### src/rtl/yc_noc_pkg.sv
// Shared NoC link definitions for the credit-based transmitter and its
// matching receiver.
//   yc_link_state_e : link control FSM states
//   credit_w(n)     : width of a counter holding 0..n credits
package yc_noc_pkg;

  typedef enum logic [1:0] {
    LINK_IDLE   = 2'd0,
    LINK_ACTIVE = 2'd1,
    LINK_DRAIN  = 2'd2
  } yc_link_state_e;

  function automatic int credit_w(input int n);
    return $clog2(n + 1);
  endfunction

endpackage

### src/rtl/yc_credit_counter.sv
// Saturating credit counter. Resets full (MAX) because the far-end buffer
// is empty after a joint reset.
//   clk, rst_n   : clock, async active-low reset
//   i_inc        : one credit returned this cycle
//   i_dec        : one credit consumed this cycle (never issued at zero)
//   o_count      : current credit count
//   o_zero       : count == 0
//   o_full       : count == MAX
//   o_ovf_pulse  : return while already full with no consume (count held)
module yc_credit_counter
  import yc_noc_pkg::*;
#(
  parameter  int MAX = 4,
  localparam int CW  = credit_w(MAX)
) (
  input  logic          clk,
  input  logic          rst_n,
  input  logic          i_inc,
  input  logic          i_dec,
  output logic [CW-1:0] o_count,
  output logic          o_zero,
  output logic          o_full,
  output logic          o_ovf_pulse
);

  logic [CW-1:0] r_count;

  assign o_count     = r_count;
  assign o_zero      = (r_count == '0);
  assign o_full      = (r_count == CW'(MAX));
  assign o_ovf_pulse = i_inc && !i_dec && o_full;

  always_ff @(posedge clk or negedge rst_n) begin
    if (!rst_n) begin
      r_count <= CW'(MAX);
    end else if (i_inc && !i_dec && !o_full) begin
      r_count <= r_count + 1'b1;
    end else if (i_dec && !i_inc) begin
      r_count <= r_count - 1'b1;
    end
  end

endmodule

### src/rtl/yc_credit_tx.sv
// Transmit end of a credit-based NoC link. Flits accepted on a valid/ready
// port are forwarded onto a registered link while a far-end slot credit is
// held. link_en controls ACTIVE/DRAIN/IDLE so the link can be quiesced.
//   clk, rst_n      : clock, async active-low reset
//   i_link_en       : 1 = run, 0 = drain outstanding credits then idle
//   i_s_valid/data  : upstream flit
//   o_s_ready       : upstream accept (from registered state only)
//   o_link_valid    : registered one-cycle pulse per flit sent
//   o_link_data     : registered flit data, holds last value
//   i_credit_ret    : one credit returned per high cycle
//   o_credits       : current credit count
//   o_idle          : FSM in IDLE
//   o_err_ovf       : sticky, credit returned while count already full
module yc_credit_tx
  import yc_noc_pkg::*;
#(
  parameter  int W       = 32,
  parameter  int CREDITS = 4,
  localparam int CW      = credit_w(CREDITS)
) (
  input  logic          clk,
  input  logic          rst_n,
  input  logic          i_link_en,
  input  logic          i_s_valid,
  input  logic [W-1:0]  i_s_data,
  output logic          o_s_ready,
  output logic          o_link_valid,
  output logic [W-1:0]  o_link_data,
  input  logic          i_credit_ret,
  output logic [CW-1:0] o_credits,
  output logic          o_idle,
  output logic          o_err_ovf
);

  yc_link_state_e r_state, w_state_nxt;
  logic           w_send;
  logic           w_zero;
  logic           w_full;
  logic           w_ovf_pulse;
  logic           w_full_nxt;
  logic           r_link_valid;
  logic [W-1:0]   r_link_data;
  logic           r_err_ovf;

  yc_credit_counter #(.MAX(CREDITS)) u_credit_counter (
    .clk         (clk),
    .rst_n       (rst_n),
    .i_inc       (i_credit_ret),
    .i_dec       (w_send),
    .o_count     (o_credits),
    .o_zero      (w_zero),
    .o_full      (w_full),
    .o_ovf_pulse (w_ovf_pulse)
  );

  assign o_s_ready = (r_state == LINK_ACTIVE) && !w_zero;
  assign o_idle    = (r_state == LINK_IDLE);
  assign w_send    = i_s_valid && o_s_ready;

  // Post-update fullness: the count will equal CREDITS after this edge.
  assign w_full_nxt = w_send ? (w_full && i_credit_ret)
                             : (w_full || (i_credit_ret && (o_credits == CW'(CREDITS - 1))));

  always_ff @(posedge clk or negedge rst_n) begin
    if (!rst_n) begin
      r_state <= LINK_IDLE;
    end else begin
      r_state <= w_state_nxt;
    end
  end

  // Draining ends only once every outstanding flit has been credited back,
  // so the far-end buffer is provably empty when the link reads idle.
  always_comb begin
    w_state_nxt = r_state;
    case (r_state)
      LINK_IDLE:   if (i_link_en) w_state_nxt = LINK_ACTIVE;
      LINK_ACTIVE: if (!i_link_en) w_state_nxt = LINK_DRAIN;
      LINK_DRAIN: begin
        if (w_full_nxt) w_state_nxt = LINK_IDLE;
        else if (i_link_en) w_state_nxt = LINK_ACTIVE;
      end
      default:     w_state_nxt = LINK_IDLE;
    endcase
  end

  always_ff @(posedge clk or negedge rst_n) begin
    if (!rst_n) begin
      r_link_valid <= 1'b0;
      r_link_data  <= '0;
      r_err_ovf    <= 1'b0;
    end else begin
      r_link_valid <= w_send;
      if (w_send) r_link_data <= i_s_data;
      if (w_ovf_pulse) r_err_ovf <= 1'b1;
    end
  end

  assign o_link_valid = r_link_valid;
  assign o_link_data  = r_link_data;
  assign o_err_ovf    = r_err_ovf;

endmodule

### config.mk
export PLATFORM = sky130hd
export DESIGN_NAME = yc_credit_tx
export DESIGN_NICKNAME = d
export VERILOG_FILES = /design/src/rtl/yc_noc_pkg.sv /design/src/rtl/yc_credit_counter.sv /design/src/rtl/yc_credit_tx.sv
export SDC_FILE = /design/constraint.sdc
export NUM_CORES = 1
export LEC_CHECK = 0
export BUFFER_PORTS_ARGS = -buffer_cell sky130_fd_sc_hd__buf_2
export CORE_MARGIN = 4
export CORE_UTILIZATION = 46
export DETAILED_ROUTE_END_ITERATION = 8
export PLACE_DENSITY = 0.78
export SETUP_SLACK_MARGIN = 0.2
export SYNTH_ARGS = -nofsm -noshare
export SYNTH_HDL_FRONTEND = slang
export SYNTH_SLANG_ARGS = --single-unit
### constraint.sdc
create_clock -name clk -period 2.8 [get_ports clk]
set_input_delay 0.28 -clock clk [delete_from_list [all_inputs] [get_ports clk]]
set_output_delay 0.28 -clock clk [all_outputs]
set_load 0.03 [all_outputs]
**Word level (Yosys, flattened, before mapping)**

Index checks and enable logic that the tools add are counted.

- Add/subtract/negate cells: 2
- Equality and inequality tests: 5
- Mux-type cells: 7
- Reductions and logical operators: 16

Operators by type and width:

| cell | number |
|---|---|
| logical AND 1 bit | 8 |
| 2-to-1 mux 2 bit | 3 |
| 2-to-1 mux 3 bit | 2 |
| one-hot mux 2 bit (3 select lines) | 1 |
| zero test 1 bit | 4 |
| adder 3 x 1 -> 3 bit, second input constant | 1 |
| equality test 3 x 2 -> 1 bit, second input constant | 1 |
| equality test 3 bit, second input constant | 1 |
| zero test 3 bit | 1 |
| subtractor 3 x 1 -> 3 bit, second input constant | 1 |
| equality test 2 x 1 -> 1 bit, second input constant | 1 |
| equality test 2 bit, second input constant | 1 |
| zero test 2 bit | 1 |
| inequality test 2 bit, second input constant | 1 |
| nonzero test 2 bit | 1 |
| logical OR 1 bit | 1 |
| 2-to-1 mux 1 bit | 1 |

- Flip-flop bits (word level): 39
- Input bits: 37
- Output and inout bits: 39
- Logic and storage cells: 35

**Logic depth before layout (Yosys ltp)**

- Word-level depth: 8
- Gate-level depth with buffers: 7
- Depth with buffers taken out: 7

**Cells and area by module**

A second synthesis with hierarchy kept.

- Cell total of the unflattened synthesis: 108
- Area total of the unflattened synthesis: 1,737.9 µm²

Modules (own cells, without submodules):

| module | times used | cells an instance | area an instance (µm²) | sequential area each (µm²) |
|---|---|---|---|---|
| yc_credit_tx | 1 | 83 | 1,520.2 | 900.9 |
| yc_credit_counter | 1 | 25 | 217.7 | 76.3 |

**Worst setup path before layout**

Ideal clock, no wire load.

- Kind: reg2reg
- From: reg u_credit_counter.r_count[0] (netlist: u_credit_counter.o_count[0])
- To: reg u_credit_counter.r_count[2] (netlist: u_credit_counter.o_count[2])
- Setup time: 0.063 ns
- Arrival: 2.135 ns
- Required time: 2.737 ns
- Slack: 0.602 ns
- Cell stages (with the launch flop): 8
- Path buffers: 0
- Clock period less this slack: 2.198 ns
- Cell sequence: dfrtp_1 nor2_1 nand2_1 o211ai_1 fa_1 or4_1 a21oi_1 a311o_1

- Longest elaborated chain between the ends: 8
- Elaborated cells between the ends (all ways): 15
- Classes of those cells: add/sub: 2; eq/ne: 1; mux: 2; reduce/logical: 10

RTL lines:

| what | line | RTL |
|---|---|---|
| from (decl) | yc_credit_counter.sv:26 | `logic [CW-1:0] r_count;` |
| from (signal assigned) | yc_credit_counter.sv:35 | `r_count <= CW'(MAX);` |
| from (signal assigned) | yc_credit_counter.sv:37 | `r_count <= r_count + 1'b1;` |
| from (signal assigned) | yc_credit_counter.sv:39 | `r_count <= r_count - 1'b1;` |
| branches (longest 8 deep; another with subtractor 3 x 1 -> 3 bit) | n/a |  |

Parallel ways; which one is timed is not known. The select of a mux whose other input is x is not followed.
A chain may end at the register's enable or synchronous reset.

**Worst setup path in the final report**

Ends and elaborated chain as after synthesis.

==> impl_metrics.yaml <==
power:
  peakVddDrop_mv: 0.563
  leakage_nw: 1.01
  power-per-cell-area_mw_per_mm2: 1260
sta:
  fin_crit_sh_pct: 80.5
  slew_headroom_pct: 44.5
  rsz0062_at_grt: "false"
  tns_ns: 0
  hold_slack_ns: 0.0335
  setup_viol: 0
  fmax_ghz: 0.444
  finalClockSkew_ns: 0.00972
  fin_crit_ns: 2.25
  slew_violations: 0
  tightest_slew_ns: 0.833
  hold_viol_final: 0
clock_network:
  cts.path.max_buffers: 2
  cts_tree: "yes"
  post_cts_buffers: 0
  cts_made_buffers: 5
  path_clk_slew_ns: 0.12
  clk_latency_ns: 0.34
  hold_buffers: 0
  cts.repair.resized: 0
  cts.sinks: 39
  root_buffer: "clkbuf_4"
  htreeDepth: 2
yosys:
  synth_top_family_by_area: "multiplexers"
  yosys_register_bits: 39
  syn_nets: 149
  synth_edf_count: 0
  ys_warn_count: 0
  yosysTopAreaCellShare_pct: 57.9
  ys_top_cells_by_area: "dfrtp_1 (58%), mux2_2 (19%), buf_6 (2.7%)"
  synth_simple_gate_area_share_pct: 7.77
  yosys.area_share.adder_pct: 1.22
  yosysSeqAreaShare_pct: 59.5
  syn_avg_cell_area_um2: 14.8
  synth_cells: 111
  yosys.area_share.xor_xnor_pct: 1.07
  synth-main-ff-cell: "dfrtp_1"
  muxShareOfSynthArea_pct: 21.9
  syn_area_mm2: 0.00164
  synth_compound_area_share_pct: 5.26
  yosysUniqueCellTypes: 32
  yosys.area.top_type: "dfrtp_1"
  async_flop_share_pct: 100
placement:
  io_buffers: 75
  dp_hpwl_um: 2670
  placed_area_mm2: 0.00203
  dp_cells: 228
  place_congestion: 0.705
critical_path:
  slowest_delay_ns: 0.52
  critPathRequiredTime_ns: 3.08
  critPathArrivalTime_ns: 2.54
  cp_max_fo: 9
  end_kind: "flop"
  cp-start-kind: "flop"
  slowest_stage: "or4_1"
  crit_type: "reg2reg"
  cp_cell_sequence: "nor2_1 -> o211ai_1 -> fa_1 -> or4_1 -> a21oi_1 -> a311o_1"
finish:
  layout-drive-gt1-share_pct: 61.1
  area.sequential_um2: 977
  num_antenna_cells: 0
  nets: 227
  multiInputGateArea_um2: 612
  stdcell_area_mm2: 0.00209
  finalNonFillerCells: 236
  layout-area-overhead-vs-synth_pct: 27.0
  fillers: 289
run_status:
  status: "finished clean"
die:
  start_util_pct: 48.5
  ios: 76
  die_y_um: 67.8
  die_x_um: 67.8
  num_rows: 21
  die_area_mm2: 0.00459
  coreArea_mm2: 0.00339
global_routing:
  grt_max_degree: 40
  grtUsageTotal_pct: 16.3
  gr-total-overflow: 0
  antenna_found_initial: 0
  grt_pass1_wl_um: 5420
  grt_pass1_vias: 1229
route:
  post_drt_wl_per_cell_um: 14.5
  finalWirelength_um: 3420
  ant_nets: 0
  vias_per_cell: 5.01
  drc: 0
  drt_pre_antenna_iters: 3
  via_count: 1182
  drt_iter0_drc: 14
job:
  maxCapViolCount: 0
worst_hold_path:
  hold_class: "in2async"
-- cells by family (layout without fill, tap and decap cells) --
family / Yosys count / count (layout)
XOR/XNOR: 2 / 2
AND/OR/NAND/NOR: 19 / 19
AO/OA/AOI/OAI: 12 / 12
buffers and inverters: 6 / 85
multiplexers: 32 / 32
flip-flops: 39 / 39
adder cells (fa/ha/maj): 1 / 1
-- area by class of cell --
cell class	count	share of cell area, %
Clock buffer	6	1.98
Tap cell	46	2.76
Clock inverter	2	0.600
Multi-Input combinational cell	66	29.3
Inverter	1	0.180
Sequential cell	39	46.8
Timing Repair Buffer	76	18.3
-- power by group --
part           switching (mW)  total [mW]  internal, mW  leakage (nW)
Sequential              0.171        1.01         0.834         0.460
Clock                   0.177       0.274        0.0969        0.0282
Combinational           0.866        1.35         0.482         0.524
Total                    1.21        2.63          1.41          1.01
-- layer usage --
metal,up-vias,share of wire (%),GRT usage (%)
met5,-,0,0
met1,558,37,17.3
li1,555,-,-
met2,60,50,27.2
met4,0,3.0,10.4
met3,9,10,5.82
-- Yosys cell counts (2+ instances only) --
cell,instances
dfrtp_1,38
mux2_1,4
nor2_1,5
nand2_1,3
mux2_2,28
a21oi_1,3
or2b_1,2
buf_6,4
-- worst max-delay path: cells and delay by family (launching register included) --
| family | cells | cell delay [ns] |
|---|---|---|
| simple gates | 2 | 0.80 |
| flops | 1 | 0.50 |
| compound gates | 3 | 0.45 |
| fa+ha+maj | 1 | 0.43 |
-- metrics by stage --
stage	power, mW	setup WS, ns	util (%)
2_1_floorplan	1.98	0.602	-
3_3_place_gp	2.32	0.732	60.0
3_5_place_dp	2.39	0.570	60.0
4_1_cts	2.66	0.534	61.6
5_1_grt	2.80	0.355	61.6
6_report	2.63	0.545	61.6
-- registers in the layout, indices dropped and copies added, names as in the netlist --
name,flops
u_credit_counter.o_count,3
o_err_ovf,1
o_link_valid,1
r_state,2
o_link_data,32
-- path summary, 6_finish.rpt --
kind / start / endpoint / slack, ns / cells after the start
setup / recovery: u_credit_counter.o_count[0] / u_credit_counter.o_count[2] / 0.55 / 6
hold / removal: rst_n / o_link_data[26] / 0.03 / 1
setup reg to reg: u_credit_counter.o_count[0] / u_credit_counter.o_count[2] / 0.55 / 6
hold reg to reg: o_err_ovf / o_err_ovf / 0.49 / 1
max in group asynchronous: rst_n / o_link_data[17] / 2.25 / 1
min in group clk: i_s_data[31] / o_link_data[31] / 0.15 / 2
-- placed cells by master (no fill, tap or decap), types with 2 or more instances in the layout --
cell and count:
mux2_2 28, nand2_1 3, clkbuf_4 5, mux2_1 4, nor2_1 5, dfrtp_1 38
or2b_1 2, buf_2 75, a21oi_1 3
Note: power is estimated with default switching activity, not from simulation.
